## src/rtl/fifo_pkg.sv

```systemverilog
// Shared pointer helpers for the async FIFO write/read pointer blocks.
// Functions work on a 32-bit word; callers zero-extend narrower pointers and truncate the result.
package fifo_pkg;

  localparam int DEFAULT_ADDR_SIZE = 4;
  localparam int PTR_WORD_W        = 32;

  typedef logic [PTR_WORD_W-1:0] ptr_word_t;

  function automatic ptr_word_t bin2gray(input ptr_word_t b);
    return b ^ (b >> 1);
  endfunction

  // Each binary bit is the XOR of all Gray bits at or above it.
  function automatic ptr_word_t gray2bin(input ptr_word_t g);
    ptr_word_t b;
    b = '0;
    for (int i = 0; i < PTR_WORD_W; i++) begin
      b[i] = ^(g >> i);
    end
    return b;
  endfunction

endpackage

```

## src/rtl/wptr_full_if.sv

```systemverilog
// Write-side bus of the FIFO write-pointer block: request, read pointer in, RAM/status out.
// The wafull signal exists only when WPTR_FULL_ALMOST_FULL_EN is defined.
interface wptr_full_if #(
  parameter int ADDR_SIZE = fifo_pkg::DEFAULT_ADDR_SIZE
);
  logic                 winc;
  logic [ADDR_SIZE:0]   rptr;
  logic [ADDR_SIZE-1:0] waddr;
  logic [ADDR_SIZE:0]   wptr;
  logic                 wen;
  logic                 wfull;
  logic [ADDR_SIZE:0]   wlevel;
  logic                 wovf;
`ifdef WPTR_FULL_ALMOST_FULL_EN
  logic                 wafull;
`endif

  modport master (
    output winc, rptr,
    input  waddr, wptr, wen, wfull, wlevel, wovf
`ifdef WPTR_FULL_ALMOST_FULL_EN
    , input wafull
`endif
  );

  modport slave (
    input  winc, rptr,
    output waddr, wptr, wen, wfull, wlevel, wovf
`ifdef WPTR_FULL_ALMOST_FULL_EN
    , output wafull
`endif
  );

endinterface

```

## src/rtl/sync_r2w.sv

```systemverilog
// Two-flop synchronizer bringing the Gray read pointer into the write clock domain.
module sync_r2w #(
  parameter int WIDTH = 5
) (
  input  logic             clk,
  input  logic             rst,
  input  logic [WIDTH-1:0] d,
  output logic [WIDTH-1:0] q
);

  logic [WIDTH-1:0] stage1_d, stage1_q;
  logic [WIDTH-1:0] stage2_d, stage2_q;

  always_comb begin
    stage1_d = d;
    stage2_d = stage1_q;
  end

  always_ff @(posedge clk) begin
    if (rst) begin
      stage1_q <= '0;
      stage2_q <= '0;
    end else begin
      stage1_q <= stage1_d;
      stage2_q <= stage2_d;
    end
  end

  assign q = stage2_q;

endmodule

```

## src/rtl/wptr_full.sv

```systemverilog
// Write-domain pointer, full/level/overflow logic for a Gray-pointer async FIFO.
// Define WPTR_FULL_ALMOST_FULL_EN to add the registered almost-full flag (wafull).
module wptr_full
  import fifo_pkg::*;
#(
  parameter int ADDR_SIZE    = DEFAULT_ADDR_SIZE,
  parameter int AFULL_THRESH = 12
) (
  input  logic        wclk,
  input  logic        wrst,
  wptr_full_if.slave  bus
);

  localparam int PTR_W = ADDR_SIZE + 1;
  localparam int DEPTH = 2 ** ADDR_SIZE;
  localparam int MSB   = ADDR_SIZE;

  logic [PTR_W-1:0] wq2_rptr;
  logic [PTR_W-1:0] wq2_bin;
  logic [PTR_W-1:0] full_pattern;
  logic             wen;

  logic [PTR_W-1:0] wbin_d,   wbin_q;
  logic [PTR_W-1:0] wptr_d,   wptr_q;
  logic [PTR_W-1:0] wlevel_d, wlevel_q;
  logic             wfull_d,  wfull_q;
  logic             wovf_d,   wovf_q;
`ifdef WPTR_FULL_ALMOST_FULL_EN
  logic             wafull_d, wafull_q;
`endif

  sync_r2w #(.WIDTH(PTR_W)) u_sync_r2w (
    .clk (wclk),
    .rst (wrst),
    .d   (bus.rptr),
    .q   (wq2_rptr)
  );

  // Full when the next write pointer has lapped the read pointer: top two Gray bits inverted.
  always_comb begin
    wen          = bus.winc & ~wfull_q & ~wrst;
    wbin_d       = wbin_q + PTR_W'(wen);
    wptr_d       = PTR_W'(bin2gray(ptr_word_t'(wbin_d)));
    wq2_bin      = PTR_W'(gray2bin(ptr_word_t'(wq2_rptr)));
    full_pattern = {~wq2_rptr[MSB:MSB-1], wq2_rptr[MSB-2:0]};
    wfull_d      = (wptr_d == full_pattern);
    wlevel_d     = wbin_d - wq2_bin;
    wovf_d       = wovf_q | (bus.winc & wfull_q);
`ifdef WPTR_FULL_ALMOST_FULL_EN
    wafull_d     = (wlevel_d >= PTR_W'(AFULL_THRESH));
`endif
  end

  always_ff @(posedge wclk) begin
    if (wrst) begin
      wbin_q   <= '0;
      wptr_q   <= '0;
      wlevel_q <= '0;
      wfull_q  <= 1'b0;
      wovf_q   <= 1'b0;
`ifdef WPTR_FULL_ALMOST_FULL_EN
      wafull_q <= 1'b0;
`endif
    end else begin
      thresh_legal: assert (AFULL_THRESH >= 1 && AFULL_THRESH < DEPTH);
      wbin_q   <= wbin_d;
      wptr_q   <= wptr_d;
      wlevel_q <= wlevel_d;
      wfull_q  <= wfull_d;
      wovf_q   <= wovf_d;
`ifdef WPTR_FULL_ALMOST_FULL_EN
      wafull_q <= wafull_d;
`endif
    end
  end

  assign bus.waddr  = wbin_q[ADDR_SIZE-1:0];
  assign bus.wptr   = wptr_q;
  assign bus.wen    = wen;
  assign bus.wfull  = wfull_q;
  assign bus.wlevel = wlevel_q;
  assign bus.wovf   = wovf_q;
`ifdef WPTR_FULL_ALMOST_FULL_EN
  assign bus.wafull = wafull_q;
`endif

endmodule
```

## src/flat_wrapper.sv

```systemverilog
// flat-port wrapper written by rule: the top's interface ports become plain ports
module wptr_full_flat import fifo_pkg::*;
#(
  parameter int ADDR_SIZE    = DEFAULT_ADDR_SIZE,
  parameter int AFULL_THRESH = 12
)
  (wclk, wrst, bus_winc, bus_rptr, bus_waddr, bus_wptr, bus_wen, bus_wfull, bus_wlevel, bus_wovf);
  wptr_full_if #(.ADDR_SIZE(ADDR_SIZE)) bus_i ();
  input  logic wclk;
  input  logic wrst;
  input wire logic [$bits(bus_i.winc)-1:0] bus_winc;
  input wire logic [$bits(bus_i.rptr)-1:0] bus_rptr;
  output wire logic [$bits(bus_i.waddr)-1:0] bus_waddr;
  output wire logic [$bits(bus_i.wptr)-1:0] bus_wptr;
  output wire logic [$bits(bus_i.wen)-1:0] bus_wen;
  output wire logic [$bits(bus_i.wfull)-1:0] bus_wfull;
  output wire logic [$bits(bus_i.wlevel)-1:0] bus_wlevel;
  output wire logic [$bits(bus_i.wovf)-1:0] bus_wovf;
  assign bus_i.winc = bus_winc;
  assign bus_i.rptr = bus_rptr;
  assign bus_waddr = bus_i.waddr;
  assign bus_wptr = bus_i.wptr;
  assign bus_wen = bus_i.wen;
  assign bus_wfull = bus_i.wfull;
  assign bus_wlevel = bus_i.wlevel;
  assign bus_wovf = bus_i.wovf;
  wptr_full #(.ADDR_SIZE(ADDR_SIZE), .AFULL_THRESH(AFULL_THRESH)) u_core (.wclk(wclk), .wrst(wrst), .bus(bus_i));
endmodule
```

## config.mk

```make
export PLATFORM = sky130hd
export DESIGN_NAME = wptr_full_flat
export DESIGN_NICKNAME = d
export VERILOG_FILES = /design/src/rtl/fifo_pkg.sv /design/src/rtl/wptr_full_if.sv /design/src/rtl/sync_r2w.sv /design/src/rtl/wptr_full.sv /design/src/flat_wrapper.sv
export SDC_FILE = /design/constraint.sdc
export NUM_CORES = 1
export LEC_CHECK = 0
export BUFFER_PORTS_ARGS = -buffer_cell sky130_fd_sc_hd__buf_2
export CORE_ASPECT_RATIO = 0.75
export CORE_MARGIN = 5
export CORE_UTILIZATION = 45
export CTS_CLUSTER_DIAMETER = 120
export CTS_CLUSTER_SIZE = 16
export DETAILED_ROUTE_END_ITERATION = 8
export PLACE_DENSITY = 0.72
export SETUP_SLACK_MARGIN = 0.05
export SYNTH_ARGS = -nofsm -noshare
export SYNTH_HDL_FRONTEND = slang
export SYNTH_SLANG_ARGS = --single-unit
```

## constraint.sdc

```tcl
create_clock -name wclk -period 2.5 [get_ports wclk]
set_input_delay 0.375 -clock wclk [delete_from_list [all_inputs] [get_ports wclk]]
set_output_delay 0.375 -clock wclk [all_outputs]
set_load 0.05 [all_outputs]
```

# [Yosys cells after proc, flatten, opt, wreduce, memory -nomap -nowiden]
# Cells that the tools add are included.
[totals] reg_bits=27 input_bits=8
[classes] n_addsub=2 reduce_logical=5 eq_ne=1 bitwise=8
[ops] op="32-bit XOR reduction" count=5
[ops] op="5-bit by 1-bit adder with 5-bit output" count=1
[ops] op="5-bit equality test" count=1
[ops] op="5-bit subtractor" count=1
[ops] op="5-bit by 4-bit bitwise XOR with 5-bit output" count=1
[ops] op="1-bit bitwise AND" count=3
[ops] op="1-bit NOT" count=2
[ops] op="2-bit NOT" count=1
[ops] op="1-bit OR" count=1

# [Logic depth before layout (Yosys ltp)]
# Gate-level depths: netlist of the first run.
[depth] ltp_word=6 depth_mapped=11 depth_no_buf=10

# [Modules after synthesis]
# Synthesis of the first run repeated with hierarchy kept, for this count alone.
[unflattened] hier_cells=100 area_unflattened_um2=1077.3
[by_module_without_submodules] module="wptr_full" area_per_inst_um2=814.5 seq_area_each_um2=320.3 cells_each=80 n_inst=1
[by_module_without_submodules] module="sync_r2w" area_per_inst_um2=262.8 seq_area_each_um2=200.2 cells_each=20 n_inst=1

# [Worst setup path before layout of the first run]
# Ideal clock, no wire load.
[synth_path] kind="input-to-reg" start="in wrst" end="reg u_core.wlevel_q[4] (netlist: u_core.bus.wlevel[4])" required_time_ns=2.369 cell_stages=9 setup_time_ns=0.131 path_buffers=1 arrival_ns=3.571 path_slack_ns=-1.201 path_cell_list="clkbuf_1 nor3b_1 ha_1 ha_1 fa_1 nor3b_2 o32ai_2 a21o_2 a21oi_2"
[synth_between] elab_chain_cells=4
[synth_lines] item="start: declaration" line="flat_wrapper.sv:10" source="input logic wrst;"
[synth_lines] item="1-bit NOT" line="wptr_full.sv:41" source="wen = bus.winc & ~wfull_q & ~wrst;"
[synth_lines] item="1-bit bitwise AND" line="wptr_full.sv:41"
[synth_lines] item="via bus_wen" line="flat_wrapper.sv:15" source="output wire logic [$bits(bus_i.wen)-1:0] bus_wen;"
[synth_lines] item="5-bit by 1-bit adder with 5-bit output" line="wptr_full.sv:42" source="wbin_d = wbin_q + PTR_W'(wen);"
[synth_lines] item="via u_core.wbin_d[1]" line="wptr_full.sv:23" source="logic [PTR_W-1:0] wbin_d, wbin_q;"
[synth_lines] item="5-bit subtractor" line="wptr_full.sv:47" source="wlevel_d = wbin_d - wq2_bin;"
[synth_lines] item="end signal: assignment" line="wptr_full.sv:68" source="wlevel_q <= wlevel_d;"
[synth_lines] item="end: declaration" line="wptr_full.sv:25" source="logic [PTR_W-1:0] wlevel_d, wlevel_q;"
# The timed path passes the listed nets, and every way through them passes these cells.
# A chain may end at the register's enable or synchronous reset.

# [Worst setup path in the final report of the first run]
[layout_path] start="reg u_core.u_sync_r2w.stage2_q[2] (netlist: u_core.u_sync_r2w.q[2])" end="reg u_core.wlevel_q[4] (netlist: u_core.bus.wlevel[4])"
[layout_between] elab_chain_cells=2 elab_cells_between_ends=4 cone_classes="1 x add/sub; 3 x reduce/logical"
[layout_lines] item="start: declaration" line="sync_r2w.sv:12" source="logic [WIDTH-1:0] stage2_d, stage2_q;"
[layout_lines] item="start signal: assignment" line="sync_r2w.sv:25" source="stage2_q <= stage2_d;"
[layout_lines] item="32-bit XOR reduction" line="fifo_pkg.sv:19" source="b[i] = ^(g >> i);"
[layout_lines] item="5-bit subtractor *" line="wptr_full.sv:47"
# Every way passes the cells marked *; elsewhere a longest branch is shown, timed or not.

==> results of run 1 <==
-- cell families after synthesis --
| family | share of synthesized area, % |
|---|---|
| compound gates | 6.532 |
| buf+inv | 1.689 |
| mux | 0.9009 |
| xor+xnor | 19.48 |
| fa+ha+maj | 7.433 |
| flops | 46.85 |
| simple gates | 17.12 |
-- critical path: stages, from the launching register on --
cell and delay, ns:
dfxtp_2 0.36, xnor3_2 0.44, xor2_2 0.17, xnor2_1 0.18
ha_2 0.19, inv_2 0.04, fa_2 0.37, and3_4 0.17
o32ai_4 0.27, a21o_2 0.17, a21oi_2 0.04
-- layout make-up --
cell class / count / area (µm²) / share of cell area [%]
Tap cell: 34 / 42.54 / 2.959
Inverter: 3 / 11.26 / 0.7833
Clock buffer: 4 / 36.28 / 2.524
Sequential cell: 26 / 525.5 / 36.55
Multi-Input combinational cell: 71 / 656.9 / 45.69
Timing Repair Buffer: 30 / 165.2 / 11.49
-- stage by stage --
stage	hold WS, ns	worst slack [ns]	total power [mW]
CTS	0.2416	0.04661	0.9160
global route	0.2403	-0.1341	0.9751
finish	0.2514	-0.003320	0.9196
global placement	0.4213	0.09031	0.6950
detailed placement	0.4260	0.01914	0.7004
floorplan	0.4138	-0.1913	0.6491
-- power breakdown --
part / internal (mW) / total, mW / switching (mW) / leakage (nW)
Clock: 0.0892 / 0.212 / 0.123 / 0.0210
Sequential: 0.443 / 0.453 / 0.00984 / 0.215
Combinational: 0.103 / 0.255 / 0.152 / 0.386
-- state kept, by name (all words and copies together) (netlist names) --
register                    count
u_core.bus.wlevel               5
u_core.u_sync_r2w.q             5
u_core.u_sync_r2w.stage1_q      5
u_core.wbin_q                   5
u_core.bus.wptr                 4
u_core.bus.wfull                1
u_core.bus.wovf                 1
-- cell usage in the layout, fill, tap and decap left out, types with 2 or more instances in the layout --
master,n
buf_2,24
dfxtp_1,22
nor2_1,12
nor2b_1,12
xnor2_1,11
buf_4,6
nand3_1,4
xor2_1,4
dfxtp_2,4
nand2_1,3
ha_4,3
clkbuf_4,3
xor2_2,2
inv_2,2
a21oi_1,2
-- metal layers --
metal	track usage (%)	vias to the layer above	wire length, µm
li1	-	396	-
met1	13.70	363	869
met2	23.82	17	983
met3	5.096	2	129
met4	3.030	0	10
met5	0	-	0
-- timing repair --
| action | in CTS | in global routing |
|---|---|---|
| pin swaps | 1 | 8 |
| gates resized for setup | 4 | 4 |
| setup buffers | 1 | 2 |
| hold buffers | 0 | 0 |
| setup endpoints to repair | 1 | 1 |
-- worst paths after layout --
path / to / cells after the start / startpoint / slack, ns
setup / recovery: u_core.bus.wlevel[4] / 10 / u_core.u_sync_r2w.q[2] / -0.003
hold / removal: u_core.u_sync_r2w.stage1_q[4] / 2 / bus_rptr[4] / 0.25
setup reg to reg: u_core.bus.wlevel[4] / 10 / u_core.u_sync_r2w.q[2] / -0.003
hold reg to reg: u_core.u_sync_r2w.q[4] / 1 / u_core.u_sync_r2w.stage1_q[4] / 0.45
==> results.sh, run 1 <==
export IMPL_status="complete, but fails checks"
export IMPL_violations="setup timing"
export IMPL_place_congestion=0.7691
export IMPL_crit_fanout=3
export IMPL_cts_buffer_depth=2
export IMPL_area_delta_synth_final_pct=29.39
export IMPL_synth_edff_count=0
export IMPL_diodes=0
export IMPL_fp_dieH_um=53.03
export IMPL_drtIter0Drc=15
export IMPL_cts_buffers=3
export IMPL_worstPathArrival_ns=2.72
export IMPL_grt_max_degree=27
export IMPL_synth_nets=116
export IMPL_fillers=210
export IMPL_drive_gt1_share_pct=42.54
export IMPL_grt_pass1_wl_um=3353
export IMPL_critPathLaunchType="register"
export IMPL_stdcell_area_um2=1438
export IMPL_slew_headroom_pct=69.69
export IMPL_die_area_um2=3573
export IMPL_min_period_over_period_pct=100.1
export IMPL_antenna_found_initial=0
export IMPL_synth_ff_type="dfxtp_1"
export IMPL_drt_vias_per_instance=4.631
export IMPL_yosys_warnings=0
export IMPL_min_period_ns=2.503
export IMPL_async_flop_share_pct=0
export IMPL_synthCells=102
export IMPL_port_buffers=24
export IMPL_drv_cap=0
export IMPL_grt_pass1_vias=796
export IMPL_dp_cells=161
export IMPL_vias=778
export IMPL_yosys_top_cells_area="dfxtp_1 (47%), xnor2_1 (8.7%), nor2b_1 (6.8%)"
export IMPL_ys_seq_area_share_pct=46.85
export IMPL_grtUsageTotal_pct=12.89
export IMPL_cts_tree="built"
export IMPL_start_util_pct=47.74
export IMPL_syn_area_per_cell_um2=10.89
export IMPL_fin_util_pct=61.77
export IMPL_worstHoldPathType="in2reg"
export IMPL_htree_levels=1
export IMPL_setup_viol=1
export IMPL_worst_pin_slew_ns=0.4524
export IMPL_coreArea_um2=2327
export IMPL_dp_hpwl_um=1502
export IMPL_post_drt_wl_per_cell_um=11.86
export IMPL_p_leak_nw=0.6221
export IMPL_synth_area_um2=1111
export IMPL_cts_root_buf="clkbuf_4"
export IMPL_drc_errors=0
export IMPL_synth_cell_types=27
export IMPL_synth_commonest_cells="dfxtp_1 (26), nor2_1 (12), nor2b_1 (12)"
export IMPL_setup_ws_ns=-0.003320
export IMPL_pin_count=25
export IMPL_routed_wl_um=1992
export IMPL_irDropWorstVdd_mv=0.2690
export IMPL_synth_most_common_cell="dfxtp_1"
export IMPL_fin_worst_skew_ns=0.007009
export IMPL_placed_cell_area_um2=1349
export IMPL_grt_ovfl_total=0
export IMPL_rsz0062_at_grt="yes"
export IMPL_path_class="reg2reg"
export IMPL_setup_tns_ns=-0.003320
export IMPL_synth_top_area_cell="dfxtp_1"
export IMPL_end_kind="register"
export IMPL_powerDensity_nw_per_um2=639.7
export IMPL_max_freq_mhz=399.5
export IMPL_fp_dieW_um=67.38
export IMPL_fin_cells=168
export IMPL_insertion_delay_ns=0.32
export IMPL_yosysTopAreaCellShare_pct=46.85
export IMPL_required_ns=2.72
export IMPL_cts_sinks=26
export IMPL_hold_violations=0
export IMPL_clk_pin_slew_ns=0.13
export IMPL_drv_slew=0
export IMPL_ys_seq_elements=26
export IMPL_row_count=15
export IMPL_final_nets=149
export IMPL_firstDrtPassIters=2
export IMPL_antenna_left=0
Note: power is estimated with default switching activity, not from simulation.
==> run 2, diff against run 1 <==
--- a/config.mk
+++ b/config.mk
@@ -16,4 +16,5 @@
 export SETUP_SLACK_MARGIN = 0.05
 export SYNTH_ARGS = -nofsm -noshare
 export SYNTH_HDL_FRONTEND = slang
+export SYNTH_HIERARCHICAL = 1
 export SYNTH_SLANG_ARGS = --single-unit
==> run 2 against run 1 <==
  * The flow now finishes without violations
  * Sequential power is essentially flat
  * First-iteration DRC count shrank 6.7%
  * Final cell count shrank 0.60%
  * Core utilization shrank 1.7 points
  * Count of clock-buffer cells in the layout is the same
  * Critical path type unchanged
  * Worst hold slack gained 0.0070 ns
  * Fmax grew 4.0%
  * Synthesized area shrank 3.0%
  * Largest cell class unchanged
==> results.sh, run 2 <==
export IMPL_pin_count=25
export IMPL_powerDensity_nw_per_um2=622.4
export IMPL_antenna_left=0
export IMPL_dp_cells=163
export IMPL_diodes=0
export IMPL_crit_fanout=2
export IMPL_setup_tns_ns=0
export IMPL_critPathLaunchType="register"
export IMPL_min_period_ns=2.406
export IMPL_multi_input_area_um2=606.8
export IMPL_post_cts_buffers=0
export IMPL_cts_buffer_depth=2
export IMPL_ys_seq_area_share_pct=48.32
export IMPL_irDropWorstVdd_mv=0.3822
export IMPL_worst_pin_slew_ns=0.4668
export IMPL_insertion_delay_ns=0.32
export IMPL_path_class="reg2reg"
export IMPL_area_delta_synth_final_pct=27.64
export IMPL_synth_area_um2=1077
export IMPL_synth_edff_count=0
export IMPL_port_buffers=24
export IMPL_synthCells=100
export IMPL_drt_vias_per_instance=4.569
export IMPL_drtIter0Drc=14
export IMPL_fin_cells=167
export IMPL_drive_gt1_share_pct=34.59
export IMPL_hold_violations=0
export IMPL_end_kind="register"
export IMPL_stdcell_area_um2=1375
export IMPL_dp_hpwl_um=1515
export IMPL_max_stage_delay_ns=0.41
export IMPL_routed_wl_um=1962
export IMPL_min_to="u_core/u_sync_r2w/stage1_q[4]"
export IMPL_rr_worst_depth=10
export IMPL_cpMaxStageDelayCell="xnor3_1"
export IMPL_drv_cap=0
export IMPL_grt_pass1_wl_um=3387
export IMPL_syn_area_per_cell_um2=10.77
export IMPL_timing_rr_start="u_core/u_sync_r2w/q[4]"
export IMPL_grt_max_degree=27
export IMPL_fillers=202
export IMPL_worstHoldPathType="in2reg"
export IMPL_holdWs_ns=0.2584
export IMPL_final_common_cell="buf_2"
export IMPL_max_freq_mhz=415.6
export IMPL_yosys_top_cells_area="dfxtp_1 (48%), xnor2_1 (8.1%), nor2b_1 (7.5%)"
export IMPL_synth_top_area_cell="dfxtp_1"
export IMPL_crit_family="XOR/XNOR gates"
export IMPL_hold_start="bus_rptr[4]"
export IMPL_final_nets=148
export IMPL_antenna_found_initial=0
export IMPL_start_util_pct=47.05
export IMPL_ys_seq_elements=26
export IMPL_clk_pin_slew_ns=0.13
export IMPL_p_leak_nw=0.6003
export IMPL_final_cell_mix="buf_2 (24), dfxtp_1 (23), nor2_1 (14), nor2b_1 (13), xnor2_1 (10)"
export IMPL_die_area_um2=3483
export IMPL_setup_viol=0
export IMPL_grt_ovfl_total=0
export IMPL_synth_ff_type="dfxtp_1"
export IMPL_yosys_warnings=6
export IMPL_yosysTopAreaCellShare_pct=48.32
export IMPL_drc_errors=0
export IMPL_path_cells="xnor3_1 > xor2_1 > xnor2_1 > ha_1 > inv_1 > fa_2 > a21oi_2 > a211oi_1 > or3b_1 > a21oi_1"
export IMPL_status="finished clean"
export IMPL_htree_levels=1
export IMPL_coreArea_um2=2290
export IMPL_cts_sinks=26
export IMPL_grt_pass1_vias=715
export IMPL_fp_dieH_um=52.38
export IMPL_worstPathArrival_ns=2.67
export IMPL_regArea_um2=526.8
export IMPL_min_period_over_period_pct=96.25
export IMPL_r2r_end="u_core/bus.wlevel[4]"
export IMPL_cts_buffers=3
export IMPL_worst_path_buf_inv=1
export IMPL_post_cts_resized=1
export IMPL_async_flop_share_pct=0
export IMPL_grtUsageTotal_pct=13.56
export IMPL_fin_worst_skew_ns=0.008367
export IMPL_cts_tree="built"
export IMPL_synth_commonest_cells="dfxtp_1 (26), nor2_1 (14), nor2b_1 (13)"
export IMPL_ctsHoldBuffers=0
export IMPL_slew_headroom_pct=68.77
export IMPL_post_drt_wl_per_cell_um=11.75
export IMPL_synth_most_common_cell="dfxtp_1"
export IMPL_r2r_setup_slack_ns=0.09
export IMPL_required_ns=2.77
export IMPL_synth_cell_types=23
export IMPL_fp_dieW_um=66.50
export IMPL_rsz0062_at_grt="yes"
export IMPL_row_count=15
export IMPL_synth_nets=114
export IMPL_placed_cell_area_um2=1335
export IMPL_cts_root_buf="clkbuf_4"
export IMPL_place_congestion=0.8363
export IMPL_holdPathStages=2
export IMPL_critical_path_depth=10
export IMPL_vias=763
export IMPL_drv_slew=0
export IMPL_firstDrtPassIters=4
run 2: cells by family (layout without fill, tap and decap cells):
kind of cell,Yosys count,count (layout),synth area share [%]
AND/OR/NAND/NOR,35,35,17.31
buffers and inverters,3,36,1.045
flip-flops,26,26,48.32
adder cells (fa/ha/maj),6,6,7.666
XOR/XNOR,20,20,19.28
AO/OA/AOI/OAI,10,10,6.387
run 2: how the worst max path moves through the flow:
stage	from	end
after global placement	wrst	u_core/bus.wfull
after floorplan	u_core/bus.wfull	u_core/bus.wfull
after CTS	u_core/u_sync_r2w/q[4]	u_core/bus.wlevel[4]
after detailed placement	wrst	u_core/bus.wfull
after global routing	u_core/u_sync_r2w/q[4]	u_core/bus.wlevel[4]
final	u_core/u_sync_r2w/q[4]	u_core/bus.wlevel[4]
run 2: final cells by class:
type	count	share of cell area, %
multi-input cells	71	44.13
flip-flops and latches	26	38.31
repair buffers	30	12.01
well taps	34	3.094
clock buffers	4	1.911
inverters	2	0.5460
run 2: routing by layer:
metal	share of wire, %	GRT usage [%]	wire, µm
met5	0	0	0
met4	2.1	5.068	42
met3	8.3	5.794	162
met2	46	21.75	910
met1	43	16.09	847
run 2: worst register-to-register path, stage by stage (launching register included):
cell and delay, ns:
dfxtp_2 0.35, xnor3_1 0.41, xor2_1 0.21, xnor2_1 0.15
ha_1 0.16, inv_1 0.06, fa_2 0.36, a21oi_2 0.11
a211oi_1 0.06, or3b_1 0.36, a21oi_1 0.13
run 2: report_power, final:
part           switching (mW)  leakage [nW]  internal (mW)
registers             0.00957         0.215          0.441
clock network           0.115        0.0150         0.0625
logic                   0.145         0.370         0.0822
run 2: stage by stage:
| stage | power, mW | setup slack, ns | util, % |
|---|---|---|---|
| 2_1_floorplan | 0.6330 | -0.09902 | - |
| 3_3_place_gp | 0.6859 | 0.09533 | 58.31 |
| 3_5_place_dp | 0.6887 | 0.003455 | 58.31 |
| 4_1_cts | 0.8713 | 0.06275 | 59.51 |
| 5_1_grt | 0.9082 | -0.07267 | 60.05 |
| 6_report | 0.8558 | 0.09367 | 60.05 |
==> run 3, diff against run 2 <==
--- a/config.mk
+++ b/config.mk
@@ -5,14 +5,16 @@
 export SDC_FILE = /design/constraint.sdc
 export NUM_CORES = 1
 export LEC_CHECK = 0
+export ABC_AREA = 1
 export BUFFER_PORTS_ARGS = -buffer_cell sky130_fd_sc_hd__buf_2
 export CORE_ASPECT_RATIO = 0.75
 export CORE_MARGIN = 5
 export CORE_UTILIZATION = 45
+export CTS_BUF_LIST = sky130_fd_sc_hd__clkbuf_8
 export CTS_CLUSTER_DIAMETER = 120
 export CTS_CLUSTER_SIZE = 16
 export DETAILED_ROUTE_END_ITERATION = 8
-export PLACE_DENSITY = 0.72
+export PLACE_DENSITY = 0.71
 export SETUP_SLACK_MARGIN = 0.05
 export SYNTH_ARGS = -nofsm -noshare
 export SYNTH_HDL_FRONTEND = slang
==> run 3 against run 2 <==
  * First-iteration DRC count rose to 3.0 times the previous value
  * Sequential share of layout area down 0.93 points
  * Clock skew down 0.0010 ns
  * Flip-flop and latch count unchanged
  * Count of clock-buffer cells in the layout down 1
  * Combinational power down 5%
  * Design area up 1.3%
  * Worst setup slack better by 0.39 ns
  * Core utilization down 6.1 points
  * Wire length up 14%
  * Worst hold slack better by 0.046 ns
  * Largest cell class unchanged
==> results.sh, run 3 <==
export IMPL_die_area_um2=3787
export IMPL_row_count=16
export IMPL_cts_tree="built"
export IMPL_routed_wl_um=2246
export IMPL_post_cts_resized=0
export IMPL_grt_ovfl_total=0
export IMPL_drv_slew=0
export IMPL_worstPathArrival_ns=2.19
export IMPL_path_cells="buf_2 > inv_1 > nand2_1 > nor2_2 > ha_1 > inv_1 > ha_1 > inv_1 > fa_1 > nand3_2 > nand2_2 > a21oi_1 > nor2_1"
export IMPL_final_nets=200
export IMPL_grt_pass1_wl_um=3905
export IMPL_post_cts_buffers=0
export IMPL_synth_top_family_by_area="simple AND/OR/NAND/NOR gates"
export IMPL_slew_headroom_pct=73.38
export IMPL_fp_dieH_um=54.56
export IMPL_required_ns=2.67
export IMPL_area_delta_synth_final_pct=16.91
export IMPL_final_common_cell="nor2_1"
export IMPL_grt_max_degree=23
export IMPL_synth_top_area_cell="dfxtp_1"
export IMPL_synth_edff_count=0
export IMPL_synthCells=158
export IMPL_drt_vias_per_instance=4.423
export IMPL_setup_viol=0
export IMPL_synthXorXnorAreaFrac_pct=6.618
export IMPL_syn_area_per_cell_um2=7.539
export IMPL_antenna_found_initial=0
export IMPL_end_kind="register"
export IMPL_setup_ws_ns=0.4861
export IMPL_synth_ff_type="dfxtp_1"
export IMPL_setup_tns_ns=0
export IMPL_firstDrtPassIters=4
export IMPL_port_buffers=24
export IMPL_final_cell_mix="nor2_1 (31), nand2_1 (29), dfxtp_1 (26), inv_1 (25), buf_2 (24)"
export IMPL_coreArea_um2=2582
export IMPL_crit_path_frequent_cell="inv_1"
export IMPL_start_util_pct=46.12
export IMPL_power_share_clock_pct=25.7
export IMPL_fillers=256
export IMPL_crit_fanout=5
export IMPL_p_leak_nw=0.7475
export IMPL_cpMaxStageDelayCell="fa_1"
export IMPL_cts_buffers=3
export IMPL_status="finished clean"
export IMPL_max_freq_mhz=496.6
export IMPL_synthSimpleGateAreaFrac_pct=28.68
export IMPL_regArea_um2=520.5
export IMPL_critPathLaunch="wrst"
export IMPL_min_period_ns=2.014
export IMPL_power_frac_seq_pct=50.3
export IMPL_power_switching_mw=0.2846
export IMPL_grt_pass1_vias=932
export IMPL_clk_pin_slew_ns=0.09
export IMPL_synth_most_common_cell="nor2_1"
export IMPL_p_sw_share_pct=31.76
export IMPL_drc_errors=0
export IMPL_synth_commonest_cells="nor2_1 (32), nand2_1 (29), dfxtp_1 (26)"
export IMPL_ys_seq_elements=26
export IMPL_path_class="in2reg"
export IMPL_drive_gt1_share_pct=22.83
export IMPL_diodes=0
export IMPL_antenna_left=0
export IMPL_grtUsageTotal_pct=13.13
export IMPL_drtIter0Drc=42
export IMPL_ctsHoldBuffers=0
export IMPL_min_period_over_period_pct=80.56
export IMPL_cts_buffer_depth=2
export IMPL_synth_cell_types=21
export IMPL_timing_rr_start="u_core/u_sync_r2w/q[2]"
export IMPL_pin_count=25
export IMPL_place_congestion=0.8606
export IMPL_synth_nets=172
export IMPL_post_drt_wl_per_cell_um=10.21
export IMPL_synth_area_um2=1191
export IMPL_worstHoldPathType="in2reg"
export IMPL_irDropWorstVdd_mv=0.3613
export IMPL_insertion_delay_ns=0.27
export IMPL_drv_cap=0
export IMPL_worst_pin_slew_ns=0.3965
export IMPL_synthMuxAreaShare_pct=0
export IMPL_cts_root_buf="clkbuf_8"
export IMPL_synth_compound_area_share_pct=3.992
export IMPL_critPathLaunchType="input port"
export IMPL_dp_hpwl_um=1772
export IMPL_fp_dieW_um=69.41
export IMPL_p_int_mw=0.6116
export IMPL_hold_violations=0
export IMPL_pre_cts_ws_ns=0.2328
export IMPL_async_flop_share_pct=0
export IMPL_yosys_warnings=6
export IMPL_vias=973
export IMPL_hold_start="bus_rptr[0]"
export IMPL_htree_levels=1
export IMPL_cts_sinks=26
export IMPL_max_stage_delay_ns=0.39
export IMPL_synthAdderAreaFrac_pct=6.933
export IMPL_yosysTopAreaCellShare_pct=43.70
export IMPL_worst_path_buf_inv=4
export IMPL_multi_input_area_um2=553.0
export IMPL_ys_seq_area_share_pct=43.70
export IMPL_rsz0062_at_grt="no"
export IMPL_crit_family="adder cells"
export IMPL_fin_worst_skew_ns=0.007359
export IMPL_yosys_top_cells_area="dfxtp_1 (44%), nor2_1 (10%), nand2_1 (9.1%)"
export IMPL_combPwrFrac_pct=24.0
export IMPL_powerDensity_nw_per_um2=643.6
## run 3: cell types whose count changed in the layout (fill, tap and decap cells not counted), sizes merged, moves of 2 or more
cell,change
nand2,+33
inv,+26
nor2,+19
nor2b,-13
nand3,+6
buf,-5
xnor2,-5
xor2,-5
or3,-2
## run 3: metal layers
metal  vias to the layer above  wire length, µm  share of wire, %  track usage [%]
li1                        525                -                 -                -
met1                       421              954                42            14.17
met4                         0               17              0.76            3.247
met3                         4              176               7.8            5.321
met2                        23             1098                49            24.68
met5                         -                0                 0                0
## run 3: power by group through the flow
| stage | registers, mW | clock network [mW] | logic [mW] |
|---|---|---|---|
| 2_1_floorplan | 0.530 | 0 | 0.0979 |
| 3_3_place_gp | 0.460 | 0 | 0.208 |
| 3_5_place_dp | 0.461 | 0 | 0.214 |
| 4_1_cts | 0.451 | 0.242 | 0.216 |
| 5_1_grt | 0.455 | 0.261 | 0.236 |
| 6_report | 0.451 | 0.230 | 0.215 |
## run 3: worst reg2reg max path, stage by stage (launching register included)
cell and delay, ns:
dfxtp_1 0.44, inv_2 0.06, nand2_1 0.07, nand3_2 0.10, nand2_2 0.10, xor2_1 0.16, ha_1 0.16, inv_1 0.06
fa_1 0.39, nand3_2 0.11, nand2_2 0.07, a21oi_1 0.12, nor2_1 0.06
## run 3: kinds of logic (layout without fill, tap and decap cells)
family | Yosys count | count (layout)
flops | 26 | 26
fa+ha+maj | 6 | 6
compound gates | 9 | 9
xor+xnor | 9 | 9
simple gates | 78 | 78
buf+inv | 30 | 56
## run 3: path summary, 6_finish.rpt
kind,cells after the start,end,slack [ns]
worst max-delay path,13,u_core/bus.wlevel[4],0.49
worst min-delay path,3,u_core/u_sync_r2w/stage1_q[0],0.30
worst max register to register,12,u_core/bus.wlevel[4],0.51
worst min register to register,2,u_core/u_sync_r2w/q[3],0.40
## run 3: per-stage QoR
| stage | hold slack, ns | std cells | area [µm²] | total power, mW | utilization (%) |
|---|---|---|---|---|---|
| 5_1_grt | 0.2937 | 220 | 1393 | 0.9523 | 53.92 |
| 4_1_cts | 0.2975 | 220 | 1393 | 0.9086 | 53.92 |
| 3_3_place_gp | 0.3902 | 217 | 1351 | 0.6677 | 52.33 |
| 2_1_floorplan | 0.3883 | 158 | 1194 | 0.6274 | - |
| 6_report | 0.3047 | 220 | 1393 | 0.8963 | 53.92 |
| 3_5_place_dp | 0.3932 | 217 | 1351 | 0.6752 | 52.33 |
## run 3: final cells by class
class | count | area share [%]
clock buffers | 3 | 2.965
inverters | 28 | 7.547
multi-input cells | 102 | 39.71
flip-flops and latches | 26 | 37.38
well taps | 36 | 3.234
repair buffers | 25 | 9.164
